<file path="src/rtl/mc_pkg.sv">
// Shared types and encodings for the multicycle ARM control unit.
// Holds the FSM states, the datapath select codes and the per-state control word.
package mc_pkg;

  typedef enum logic [3:0] {
    S_FETCH, S_DECODE, S_MEMADR, S_MEMRD, S_MEMWB, S_MEMWR,
    S_EXECR, S_EXECI, S_ALUWB, S_BRANCH, S_VEXEC, S_VWB
  } state_t;

  localparam logic [2:0] ALU_ADD  = 3'b000;
  localparam logic [2:0] ALU_SUB  = 3'b001;
  localparam logic [2:0] ALU_AND  = 3'b010;
  localparam logic [2:0] ALU_ORR  = 3'b011;
  localparam logic [2:0] ALU_FADD = 3'b100;
  localparam logic [2:0] ALU_VADD = 3'b101;

  localparam logic [3:0] CMD_ADD  = 4'b0100;
  localparam logic [3:0] CMD_SUB  = 4'b0010;
  localparam logic [3:0] CMD_AND  = 4'b0000;
  localparam logic [3:0] CMD_ORR  = 4'b1100;
  localparam logic [3:0] CMD_FADD = 4'b0101;
  localparam logic [3:0] CMD_VADD = 4'b1001;

  localparam logic [1:0] SRCB_RD2  = 2'b00;
  localparam logic [1:0] SRCB_IMM  = 2'b01;
  localparam logic [1:0] SRCB_FOUR = 2'b10;

  localparam logic [1:0] RES_ALUOUT    = 2'b00;
  localparam logic [1:0] RES_DATA      = 2'b01;
  localparam logic [1:0] RES_ALURESULT = 2'b10;

  // Moore control word: everything the datapath needs that depends only on state.
  typedef struct packed {
    logic       adr_src;
    logic       alu_src_a;
    logic [1:0] alu_src_b;
    logic [1:0] result_src;
    logic       ir_write;
    logic       next_pc;
    logic       reg_w;
    logic       mem_w;
    logic       vec_w;
    logic       branch;
    logic       alu_op;
    logic       vec_op;
  } ctrl_t;

  function automatic ctrl_t state_ctrl(input state_t s);
    ctrl_t c;
    c = '0;
    case (s)
      S_FETCH: begin
        c.alu_src_a  = 1'b1;
        c.alu_src_b  = SRCB_FOUR;
        c.result_src = RES_ALURESULT;
        c.ir_write   = 1'b1;
        c.next_pc    = 1'b1;
      end
      S_DECODE: begin
        c.alu_src_a  = 1'b1;
        c.alu_src_b  = SRCB_FOUR;
        c.result_src = RES_ALURESULT;
      end
      S_MEMADR: c.alu_src_b = SRCB_IMM;
      S_MEMRD:  c.adr_src = 1'b1;
      S_MEMWB: begin
        c.result_src = RES_DATA;
        c.reg_w      = 1'b1;
      end
      S_MEMWR: begin
        c.adr_src = 1'b1;
        c.mem_w   = 1'b1;
      end
      S_EXECR: c.alu_op = 1'b1;
      S_EXECI: begin
        c.alu_src_b = SRCB_IMM;
        c.alu_op    = 1'b1;
      end
      S_ALUWB: begin
        c.result_src = RES_ALUOUT;
        c.reg_w      = 1'b1;
      end
      S_BRANCH: begin
        c.alu_src_b  = SRCB_IMM;
        c.result_src = RES_ALURESULT;
        c.branch     = 1'b1;
      end
      S_VEXEC: c.vec_op = 1'b1;
      S_VWB:   c.vec_w = 1'b1;
      default: ;
    endcase
    return c;
  endfunction

endpackage

</file>
<file path="src/rtl/mc_controller_alu_decode.sv">
// ALU function and flag-write decode for execute states.
// Purely combinational; vector ops override the scalar cmd decode.
module mc_alu_decode
  import mc_pkg::*;
(
  input  logic [4:0] funct,
  input  logic       alu_op,
  input  logic       vec_op,
  output logic [2:0] alu_control,
  output logic [1:0] flag_w
);

  logic [3:0] cmd;
  logic       s_bit;

  assign cmd   = funct[4:1];
  assign s_bit = funct[0];

  always_comb begin
    // NOTE: every output gets a default first so no path can infer a latch.
    alu_control = ALU_ADD;
    flag_w      = 2'b00;
    if (vec_op) begin
      alu_control = ALU_VADD;
    end else if (alu_op) begin
      case (cmd)
        CMD_ADD:  alu_control = ALU_ADD;
        CMD_SUB:  alu_control = ALU_SUB;
        CMD_AND:  alu_control = ALU_AND;
        CMD_ORR:  alu_control = ALU_ORR;
        CMD_FADD: alu_control = ALU_FADD;
        default:  alu_control = ALU_ADD;
      endcase
      // Carry/overflow only make sense for the adder-subtractor path.
      flag_w = {s_bit, s_bit & ((alu_control == ALU_ADD) | (alu_control == ALU_SUB))};
    end
  end

endmodule

</file>
<file path="src/rtl/mc_controller.sv">
// Multicycle ARM control unit: Moore FSM with registered control word,
// plus a lane counter that iterates VADD over LANES vector lanes.
module mc_controller
  import mc_pkg::*;
#(
  parameter  int LANES  = 4,
  localparam int LIDX_W = (LANES > 1) ? $clog2(LANES) : 1
) (
  input  logic              clk,
  input  logic              reset,
  input  logic [1:0]        Op,
  input  logic [5:0]        Funct,
  input  logic [3:0]        Rd,
  output logic              IRWrite,
  output logic              NextPC,
  output logic              AdrSrc,
  output logic              ALUSrcA,
  output logic [1:0]        ALUSrcB,
  output logic [1:0]        ResultSrc,
  output logic [1:0]        ImmSrc,
  output logic [1:0]        RegSrc,
  output logic              RegW,
  output logic              MemW,
  output logic              PCS,
  output logic [2:0]        ALUControl,
  output logic [1:0]        FlagW,
  output logic              VecW,
  output logic [LIDX_W-1:0] LaneIdx,
  output logic              Illegal
);

  localparam logic [LIDX_W-1:0] LANE_LAST = LIDX_W'(LANES - 1);

  state_t            state, next_state;
  ctrl_t             ctrl_q, cur;
  logic [LIDX_W-1:0] lane;
  logic              run;
  logic [1:0]        flag_w_raw;

  always_comb begin
    next_state = state;
    case (state)
      S_FETCH:  next_state = S_DECODE;
      S_DECODE: begin
        case (Op)
          2'b01:   next_state = S_MEMADR;
          2'b10:   next_state = S_BRANCH;
          2'b00: begin
            if (Funct[4:1] == CMD_VADD) next_state = S_VEXEC;
            else if (Funct[5])          next_state = S_EXECI;
            else                        next_state = S_EXECR;
          end
          default: next_state = S_FETCH;
        endcase
      end
      S_MEMADR: next_state = Funct[0] ? S_MEMRD : S_MEMWR;
      S_MEMRD:  next_state = S_MEMWB;
      S_EXECR,
      S_EXECI:  next_state = S_ALUWB;
      S_VEXEC:  next_state = S_VWB;
      S_VWB:    next_state = (lane == LANE_LAST) ? S_FETCH : S_VEXEC;
      default:  next_state = S_FETCH;
    endcase
  end

  // The control word is registered from next_state so outputs come straight off flops.
  always_ff @(posedge clk) begin
    // NOTE: sequential state uses non-blocking assignments so every flop samples pre-edge values.
    if (reset) begin
      state  <= S_FETCH;
      ctrl_q <= state_ctrl(S_FETCH);
      lane   <= '0;
    end else begin
      state  <= next_state;
      ctrl_q <= state_ctrl(next_state);
      if (state == S_VWB)
        lane <= (lane == LANE_LAST) ? '0 : lane + LIDX_W'(1);
      else if (state != S_VEXEC)
        lane <= '0;
    end
  end

  // While reset is high the outputs look like FETCH with every enable suppressed.
  assign run = ~reset;
  assign cur = reset ? state_ctrl(S_FETCH) : ctrl_q;

  mc_alu_decode u_alu_decode (
    .funct       (Funct[4:0]),
    .alu_op      (cur.alu_op),
    .vec_op      (cur.vec_op),
    .alu_control (ALUControl),
    .flag_w      (flag_w_raw)
  );

  assign IRWrite   = cur.ir_write & run;
  assign NextPC    = cur.next_pc & run;
  assign AdrSrc    = cur.adr_src;
  assign ALUSrcA   = cur.alu_src_a;
  assign ALUSrcB   = cur.alu_src_b;
  assign ResultSrc = cur.result_src;
  assign ImmSrc    = Op;
  assign RegSrc    = {Op == 2'b10, Op == 2'b01};
  assign RegW      = cur.reg_w & run;
  assign MemW      = cur.mem_w & run;
  assign VecW      = cur.vec_w & run;
  assign FlagW     = flag_w_raw & {2{run}};
  assign PCS       = cur.branch | (RegW & (Rd == 4'hF));
  assign LaneIdx   = lane;
  assign Illegal   = run & (state == S_DECODE) & (Op == 2'b11);

endmodule

</file>
<file path="config.mk">
export PLATFORM = sky130hd
export DESIGN_NAME = mc_controller
export DESIGN_NICKNAME = d
export VERILOG_FILES = /design/src/rtl/mc_pkg.sv /design/src/rtl/mc_controller_alu_decode.sv /design/src/rtl/mc_controller.sv
export SDC_FILE = /design/constraint.sdc
export NUM_CORES = 1
export LEC_CHECK = 0
export CORE_ASPECT_RATIO = 0.8
export CORE_UTILIZATION = 46
export CTS_CLUSTER_SIZE = 30
export DETAILED_ROUTE_END_ITERATION = 8
export PLACE_DENSITY = 0.89
export SLEW_MARGIN = 5
export SYNTH_ARGS = -nofsm -noshare
export SYNTH_HDL_FRONTEND = slang
export SYNTH_SLANG_ARGS = --single-unit
</file>
<file path="constraint.sdc">
create_clock -name clk -period 4.3 [get_ports clk]
set_clock_uncertainty 0.05 [all_clocks]
set_input_delay 0.86 -clock clk [delete_from_list [all_inputs] [get_ports clk]]
set_output_delay 0.86 -clock clk [all_outputs]
set_load 0.01 [all_outputs]
</file>
==> reports/qor.csv <==
metric;value;unit
status;completed;
count_of_vias_placed_by_the_detailed_router;907;
synthesis.instances;115;
r2r-end;ctrl_q[9];
yosys.cell_count.top_type;sky130_fd_sc_hd__dfxtp_1;
drtAntennaViolNets;0;
ys.warnings.count;0;
synth_edf_count;0;
ys_ff_latch;19;
grt_antenna_before_repair;0;
cell_count_after_placement;171;
synth-seq-area-share;38.6;%
total_clock_buffers_created_by_cts;3;
routedWlPerCell;12.5;um
post_cts_resized;0;
timing.critical_path.mode_cell;sky130_fd_sc_hd__clkdlybuf4s50_1;
dpl.hpwl;1700;um
drcViolationCount;0;
cts-root-buf;sky130_fd_sc_hd__clkbuf_4;
setup.reg_to_reg.worst_slack;2.27;ns
critical_path.top_delay_family;buffers and inverters;
slew_headroom;47.9;%
worst_setup_hold_path_clk_slew;0.09;ns
min_period_over_period;81.3;%
drt_wl_total;2190;um
grt.overflow.total;0;
chipWidth;53.7;um
synth.cells.most_frequent;19 x sky130_fd_sc_hd__dfxtp_1, 15 x sky130_fd_sc_hd__nor2_1, 10 x sky130_fd_sc_hd__nor2b_1;
num_antenna_cells;0;
timing_hold_violations_final;0;
synth_async_sr_flop_share;0;%
max_freq;286;MHz
postCtsHoldBufs;0;
synth.area.top_cells;sky130_fd_sc_hd__dfxtp_1 39%, sky130_fd_sc_hd__nor2b_1 6.4%, sky130_fd_sc_hd__nor2_1 5.7%, sky130_fd_sc_hd__a21oi_1 3.0%, sky130_fd_sc_hd__buf_4 3.0%;
vias_per_cell;5.18;
pwr-share-seq;51.5;%
cts_tree;done;
io_buffer_count;37;
critical_path_peak_fanout;3;
tightestPinTransition;0.762;ns
firstDrtPassIters;4;
h-tree-depth;1;
maxcap_viol_count;0;
netlist.area_leader.share;38.6;%
p_clk_share;22.6;%
timing.hold.worst_endpoint;LaneIdx[0];
setup_repair_bufs_after_cts;0;
detailedRoute.firstIterationViolations;16;
switching_share;27.0;%
track_usage;20.2;%
top_level_ports;38;
internal_power;0.274;mW
critical_path.max_stage_delay;0.53;ns
synthDistinctLibCells;40;
dominantRegCellSynth;sky130_fd_sc_hd__dfxtp_1;
synth_area_leader_cell;sky130_fd_sc_hd__dfxtp_1;
largest_net_degree_at_the_start_of_global_routing;25;
fin_tns_setup;0;ns
syn_area;985;um2
clk_path_buf_depth;2;
regToRegStartpoint;state[0];
grt_pass1_vias;808;
gp_routability_congestion;0.809;
setup.worst_path.class;input pin to output port;
cp_cell_sequence;clkdlybuf4s50_1 > inv_1 > nor4b_1 > a21oi_1 > nor2_1 > clkdlybuf4s50_1;
crit_required;3.39;ns
num-fill-cells;153;
layout_cell_share_with_drive_strength_beyond_1;11.9;%
syn_avg_cell_area;8.56;um2
setup.worst_path.end_class;output port;
hold_path_depth;2;
layoutNonFillerInstCount;175;
worstHoldStart;LaneIdx[0];
worst_ep_arrival_time;2.59;ns
area_growth_syn_to_layout;39.5;%
grt_first_pass_wirelength;3410;um
worst_path_max_delay_cell;sky130_fd_sc_hd__clkdlybuf4s50_1;
period_minus_slack;3.50;ns
timing.reg2reg.worst_path_depth;5;
clkSinkCount;19;
leakagePower;0.532;nW
placementRows;14;
synth_fp_nets;130;
grt_setup_unrepaired;no;
wp_buf_inv;3;
timing.final.setup_violations;0;
powerDensity;273;nW/um2
worst_hold_class;flop to flop;
finalNetCount;167;
floorplan.initialDensity;50.6;%
die-area;2330;um2
maxSlewViolCount;0;
worst_skew_pair.late_latency;0.29;ns
pwr-share-comb;25.9;%
worstSetupStartpointType;input pin;
p_switching;0.102;mW
ir_worst_vdd;0.000263;V
die_y;43.4;um
coreArea;1940;um2
worst max path at each step:
| stage | from | to | slack [ns] | cells past startpoint |
|---|---|---|---|---|
| floorplan | Funct[1] | ALUControl[2] | 1.87 | 4 |
| global placement | Funct[1] | ALUControl[2] | 0.87 | 6 |
| detailed placement | Funct[1] | ALUControl[2] | 0.84 | 6 |
| global route | Funct[1] | ALUControl[2] | 0.68 | 6 |
| finish | Funct[1] | ALUControl[2] | 0.80 | 6 |
| CTS | Funct[1] | ALUControl[2] | 0.82 | 6 |
cell families (layout without fill, tap and decap cells):
| kind of cell | count (synthesis) | after routing | share of synthesized area, % |
|---|---|---|---|
| adder cells (fa/ha/maj) | 1 | 1 | 1.27 |
| multiplexers | 2 | 2 | 2.03 |
| AND/OR/NAND/NOR | 63 | 63 | 38.8 |
| buffers and inverters | 10 | 46 | 6.10 |
| AO/OA/AOI/OAI | 19 | 19 | 12.3 |
| flip-flops | 19 | 19 | 38.6 |
| XOR/XNOR | 1 | 1 | 0.890 |
power groups by stage:
stage / clock network, mW / logic [mW] / registers, mW
4_1_cts: 0.0868 / 0.0970 / 0.193
5_1_grt: 0.0950 / 0.106 / 0.195
3_3_place_gp: 0 / 0.0922 / 0.197
3_5_place_dp: 0 / 0.0965 / 0.198
6_report: 0.0848 / 0.0973 / 0.193
2_1_floorplan: 0 / 0.0626 / 0.195
cell type report:
class | count | area (um2) | area share [%]
Multi-Input combinational cell | 86 | 544 | 39.6
Sequential cell | 19 | 380 | 27.7
Timing Repair Buffer | 38 | 378 | 27.5
Tap cell | 24 | 30.0 | 2.19
Clock buffer | 4 | 26.3 | 1.91
Inverter | 4 | 15.0 | 1.09
state kept, by name (all words and copies together), names as in the netlist:
register and cells:
LaneIdx 2, ctrl_q 13, state 4
cells in the final DEF, fill, tap and decap left out, types with 2 or more instances in the layout:
cell	count
sky130_fd_sc_hd__a21oi_1	6
sky130_fd_sc_hd__a31oi_1	3
sky130_fd_sc_hd__and2b_2	3
sky130_fd_sc_hd__and3_1	3
sky130_fd_sc_hd__clkbuf_4	3
sky130_fd_sc_hd__clkdlybuf4s50_1	37
sky130_fd_sc_hd__dfxtp_1	19
sky130_fd_sc_hd__inv_1	4
sky130_fd_sc_hd__mux2i_1	2
sky130_fd_sc_hd__nand2_1	4
sky130_fd_sc_hd__nand2b_1	4
sky130_fd_sc_hd__nor2_1	15
sky130_fd_sc_hd__nor2b_1	10
sky130_fd_sc_hd__nor3_1	5
sky130_fd_sc_hd__nor3b_1	2
sky130_fd_sc_hd__o21ai_0	3
sky130_fd_sc_hd__or2_2	4
per-stage QoR:
stage | hold WS [ns] | utilization [%] | power, mW | cell area [um2] | setup WS [ns]
final | 0.501 | 70.7 | 0.376 | 1370 | 0.802
after global routing | 0.543 | 70.7 | 0.396 | 1370 | 0.680
after CTS | 0.506 | 70.7 | 0.377 | 1370 | 0.818
after detailed placement | 0.488 | 69.3 | 0.294 | 1350 | 0.841
after global placement | 0.459 | 69.3 | 0.289 | 1350 | 0.867
after floorplan | 0.494 | - | 0.258 | 985 | 1.87
worst register-to-register path, delay by kind of cell, from the launching register on:
kind             cells  cell delay, ns
flip-flops           1            0.47
AND/OR/NAND/NOR      2            0.77
multiplexers         1            0.23
AO/OA/AOI/OAI        2            0.40
layer usage:
| metal | GRT usage, % | wire length [um] | vias up |
|---|---|---|---|
| met4 | 6.32 | 25 | 0 |
| met1 | 24.1 | 960 | 412 |
| li1 | - | - | 468 |
| met5 | 0 | 0 | - |
| met3 | 6.67 | 131 | 2 |
| met2 | 34.1 | 1070 | 25 |
(Power assumes the default switching activity.)
